--- config.mk ---
export PLATFORM = sky130hd
export DESIGN_NAME = counter_seq
export DESIGN_NICKNAME = d
export VERILOG_FILES = /design/src/rtl/counter_seq.sv
export SDC_FILE = /design/constraint.sdc
export NUM_CORES = 1
export LEC_CHECK = 0
export BUFFER_PORTS_ARGS = -buffer_cell sky130_fd_sc_hd__buf_2
export CORE_ASPECT_RATIO = 1.75
export CORE_UTILIZATION = 40
export CTS_CLUSTER_DIAMETER = 60
export DETAILED_ROUTE_END_ITERATION = 8
export PLACE_DENSITY = 0.68
export SLEW_MARGIN = 10
export SYNTH_ARGS = -nofsm -noshare
export SYNTH_HDL_FRONTEND = slang
export SYNTH_SLANG_ARGS = --single-unit
--- constraint.sdc ---
create_clock -name clock -period 2 [get_ports clock]
set_input_delay 0.4 -clock clock [delete_from_list [all_inputs] [get_ports clock]]
set_output_delay 0.4 -clock clock [all_outputs]
set_load 0.01 [all_outputs]
--- src/rtl/counter_seq.sv ---
// counter_seq: job sequencer for the 4-bit counter IP.
// Clears the counter, issues a programmed number of cin pulses and extends
// the count above the IP width by accumulating cout carries into hi.
// Optional feature macro: CNT_SEQ_GAP_EN (idle gap cycles between pulses).
module counter_seq #(
    parameter int CNT_W = 4,
    parameter int HI_W  = 8,
    parameter int GAP_W = 4,
    localparam int L    = CNT_W + HI_W
) (
    input  logic             clock,
    input  logic             sclr,
    input  logic             start,
    input  logic [L-1:0]     len,
    input  logic [GAP_W-1:0] gap,
    input  logic             abort,
    input  logic [CNT_W-1:0] cnt_q,
    input  logic             cnt_cout,
    output logic             cin,
    output logic             cnt_sclr,
    output logic             busy,
    output logic             done,
    output logic             aborted,
    output logic [L-1:0]     total
);

    typedef enum logic [2:0] {
        S_IDLE,
        S_CLR,
        S_RUN,
`ifdef CNT_SEQ_GAP_EN
        S_GAP,
`endif
        S_DONE
    } state_t;

    state_t            r_state;
    state_t            w_state_nxt;
    logic              w_abort_go;
    logic [L-1:0]      r_rem;
    logic [HI_W-1:0]   r_hi;
    logic              r_aborted;

`ifdef CNT_SEQ_GAP_EN
    logic [GAP_W-1:0]  r_gap;
    logic [GAP_W-1:0]  r_gcnt;
`else
    // Gap field is accepted on the port but has no effect in this build.
    logic              w_unused_gap;
    assign w_unused_gap = ^gap;
`endif

    // Next-state selection; abort wins over every normal transition except in DONE.
    always_comb begin
        w_state_nxt = r_state;
        w_abort_go  = 1'b0;
        case (r_state)
            S_IDLE: begin
                if (start) w_state_nxt = S_CLR;
            end
            S_CLR: begin
                if (abort) begin
                    w_state_nxt = S_IDLE;
                    w_abort_go  = 1'b1;
                end else if (r_rem == '0) begin
                    w_state_nxt = S_DONE;
                end else begin
                    w_state_nxt = S_RUN;
                end
            end
            S_RUN: begin
                if (abort) begin
                    w_state_nxt = S_IDLE;
                    w_abort_go  = 1'b1;
                end else if (r_rem == L'(1)) begin
                    w_state_nxt = S_DONE;
`ifdef CNT_SEQ_GAP_EN
                end else if (r_gap != '0) begin
                    w_state_nxt = S_GAP;
`endif
                end else begin
                    w_state_nxt = S_RUN;
                end
            end
`ifdef CNT_SEQ_GAP_EN
            S_GAP: begin
                if (abort) begin
                    w_state_nxt = S_IDLE;
                    w_abort_go  = 1'b1;
                end else if (r_gcnt == GAP_W'(1)) begin
                    w_state_nxt = S_RUN;
                end
            end
`endif
            S_DONE: begin
                w_state_nxt = S_IDLE;
            end
            default: begin
                w_state_nxt = S_IDLE;
            end
        endcase
    end

    // State, remaining-pulse count, carry extension and abort pulse.
    always_ff @(posedge clock) begin
        if (sclr) begin
            r_state   <= S_IDLE;
            r_rem     <= '0;
            r_hi      <= '0;
            r_aborted <= 1'b0;
        end else begin
            r_state   <= w_state_nxt;
            r_aborted <= w_abort_go;
            if (r_state == S_IDLE && start) begin
                r_rem <= len;
                r_hi  <= '0;
            end
            if (r_state == S_RUN) begin
                r_rem <= r_rem - L'(1);
                if (cnt_cout) r_hi <= r_hi + HI_W'(1);
            end
        end
    end

`ifdef CNT_SEQ_GAP_EN
    // Latched gap length and the down-counter timing each idle stretch.
    always_ff @(posedge clock) begin
        if (sclr) begin
            r_gap  <= '0;
            r_gcnt <= '0;
        end else begin
            if (r_state == S_IDLE && start) r_gap <= gap;
            if (r_state == S_RUN && w_state_nxt == S_GAP) begin
                r_gcnt <= r_gap;
            end else if (r_state == S_GAP) begin
                r_gcnt <= r_gcnt - GAP_W'(1);
            end
        end
    end
`endif

    assign cin      = (r_state == S_RUN);
    assign cnt_sclr = sclr | (r_state == S_CLR);
    assign busy     = (r_state != S_IDLE);
    assign done     = (r_state == S_DONE);
    assign aborted  = r_aborted;
    assign total    = {r_hi, cnt_q};

endmodule

==> out/qor.csv <==
metric,value,unit
yosysUniqueCellTypes,40,
clock_path_buffers,2,
worstPathCellList,"inv_2, ha_4, or4b_4, or2_4, or4_1, a31oi_1",
syn_inst,159,
grt_overflow,0,
yosysSeqAreaShare,0.3556,
start_util,0.4167,
drive_gt1_frac,0.2819,
drt-initial-drc-count,37,
hold_ws,0.3516,ns
fill_cells,331,
io_pins,42,
gp_congestion,0.7881,
ant_nets,0,
insertion_delay,0.26,ns
yosysTopAreaCellShare,0.3556,
cp.required,2.19,ns
grt_pass1_wl,4.905,mm
syn_area_per_cell,8.145,sq um
cts_tree,done,
synth_top_cell_by_area,dfxtp_1,
synth_fp_nets,192,
die_x,45.01,um
powerDensity,659.3,nW/um^2
regArea,461.7,sq um
diodes,0,
postLayoutCellArea,1564,sq um
drv_slew,0,
rsz0062_at_grt,no,
fmax,527.4,MHz
antenna_found_initial,0,
setup_viol,0,
hp-class,in2reg,
syn_area,1295,sq um
rows,27,
cts_buffers,3,
synth_area_leaders,"dfxtp_1 (36%), ha_1 (7.7%), nor2_1 (5.8%)",
worstSetupStartpointType,register,
tightest_slew,0.3918,ns
fin_crit,1.896,ns
final_nets,222,
hpwl,2.318,mm
syn_to_final_growth,20.77,%
portBuffers,29,
hold_viol,0,
post-route-period-util,0.9481,
critical_path_buf_inv_count,1,
post_cts_buffers,0,
grt_pass1_vias,1170,
drcViolationCount,0,
fin_worst_skew,0.007735,ns
finalCoreUtilization,0.5032,
power,1.031,mW
place_area,1501,sq um
multi_input_area,772.0,sq um
path_class,reg2reg,
avgRoutedWirePerCell,13.00,um
synth_warnings,0,
crit_fanout,8,
worstPathArrival,2.09,ns
clk_pin_slew,0.08,ns
endpoint_kind,register,
grt_max_degree,25,
maxCapViolCount,0,
die_h,77.27,um
status,completed,
cts_num_sinks,23,
grtUsageTotal,0.1814,
drt_wl_total,3.003,mm
critPathMaxStageDelay,0.45,ns
hold_buffers,0,
ys_ff_latch,23,
peakVddDrop,0.4407,mV
viasPerCell,5.597,
vias,1293,
cts.htree.levels,1,
dieArea,3478,sq um
worst_path_dominant_cell_family,simple AND/OR/NAND/NOR gates,
cp_slowest_cell,or4b_4,
slew_headroom,0.7368,
cts_root_buf,clkbuf_8,
p_leak,0.6666,nW
fp.coreArea,3108,sq um
drt-pass1-iter-count,4,
==> metrics by stage <==
stage	cells	setup TNS [ns]	setup WS (ns)
2_1_floorplan	159	0	0.002847
4_1_cts	231	0	0.01236
3_5_place_dp	227	-0.07268	-0.05984
6_report	231	0	0.1038
5_1_grt	231	0	0.004970
3_3_place_gp	227	0	0.03105
==> worst paths after layout <==
path	startpoint	to	slack (ns)	cells after the start
hold / removal	abort	aborted	0.35	3
setup / recovery	r_state[0]	r_rem[7]	0.10	6
hold reg to reg	r_rem[11]	r_rem[11]	0.48	1
setup reg to reg	r_state[0]	r_rem[7]	0.10	6
==> cell usage in the layout, fill, tap and decap left out, types with 6 or more instances in the layout <==
cell	n
a211oi_1	6
a21oi_1	9
buf_2	29
buf_4	9
dfxtp_1	22
ha_1	7
nand2_1	14
nand3_1	6
nor2_1	20
==> tightest hold or removal path: cells and delay by family <==
family / cells / cell delay [ns]
buf+inv: 1 / 0.10
simple gates: 2 / 0.08
==> state kept, by name, summed over array words and instances, names as in the netlist <==
register  cells
r_hi          8
r_state       2
aborted       1
r_rem        12
==> metal layers <==
| layer | up-vias | global-route usage | share of wire | wire length, um |
|---|---|---|---|---|
| met4 | 0 | 0.07576 | 0.0063 | 19 |
| li1 | 642 | - | - | - |
| met2 | 50 | 0.3072 | 0.52 | 1570 |
| met3 | 2 | 0.02118 | 0.052 | 155 |
| met1 | 599 | 0.2192 | 0.42 | 1258 |
| met5 | - | 0 | 0 | 0 |
==> cell type report <==
cell class                      instances  share of cell area
Multi-Input combinational cell        118              0.4936
Clock buffer                            4             0.02880
Sequential cell                        23              0.2952
Tap cell                               43             0.03440
Timing Repair Buffer                   38              0.1360
Inverter                                5             0.01200
==> Yosys cell counts <==
master and instances:
nand3b_1 1, a41oi_1 1, and3_1 4, mux2_2 1
or3_1 4, o21ai_0 3, nand4_1 1, nand2_1 14
ha_1 8, o21bai_1 1, a21oi_1 9, o221ai_1 1
a2111oi_0 1, nor4_1 2, a2bb2oi_1 2, or4_1 3
a211oi_1 6, o21a_1 1, buf_6 1, mux2i_1 1
a31oi_1 4, clkbuf_1 6, nor3b_1 1, nor2_1 20
or4b_1 1, inv_1 5, nand3_1 6, a311oi_1 4
buf_2 2, and3b_1 1, a22oi_1 2, o31a_1 1
nor3_1 4, dfxtp_1 23, o211ai_1 2, and2_1 1
or2_2 4, buf_4 4, o311ai_0 2, or2_1 1
==> cell families (layout without fill, tap and decap cells) <==
group                    after synthesis  in the layout  share of synthesized area
AND/OR/NAND/NOR                       68             68                     0.2628
adder cells (fa/ha/maj)                8              8                    0.07730
multiplexers                           2              2                    0.01642
flip-flops                            23             23                     0.3556
buffers and inverters                 18             47                    0.07150
AO/OA/AOI/OAI                         40             40                     0.2164
==> power by group <==
| part | internal [mW] | leakage [nW] | switching [mW] | total (mW) |
|---|---|---|---|---|
| logic | 0.105 | 0.456 | 0.125 | 0.230 |
| registers | 0.486 | 0.188 | 0.0258 | 0.511 |
| clock network | 0.142 | 0.0228 | 0.148 | 0.290 |
==> timing repair <==
item / in CTS / in global routing
endpoints found under the hold margin: 0 / 0
setup endpoints to repair: 2 / 3
pin swaps: 0 / 3
gates resized for setup: 2 / 3
Note: power is estimated with default switching activity, not from simulation.
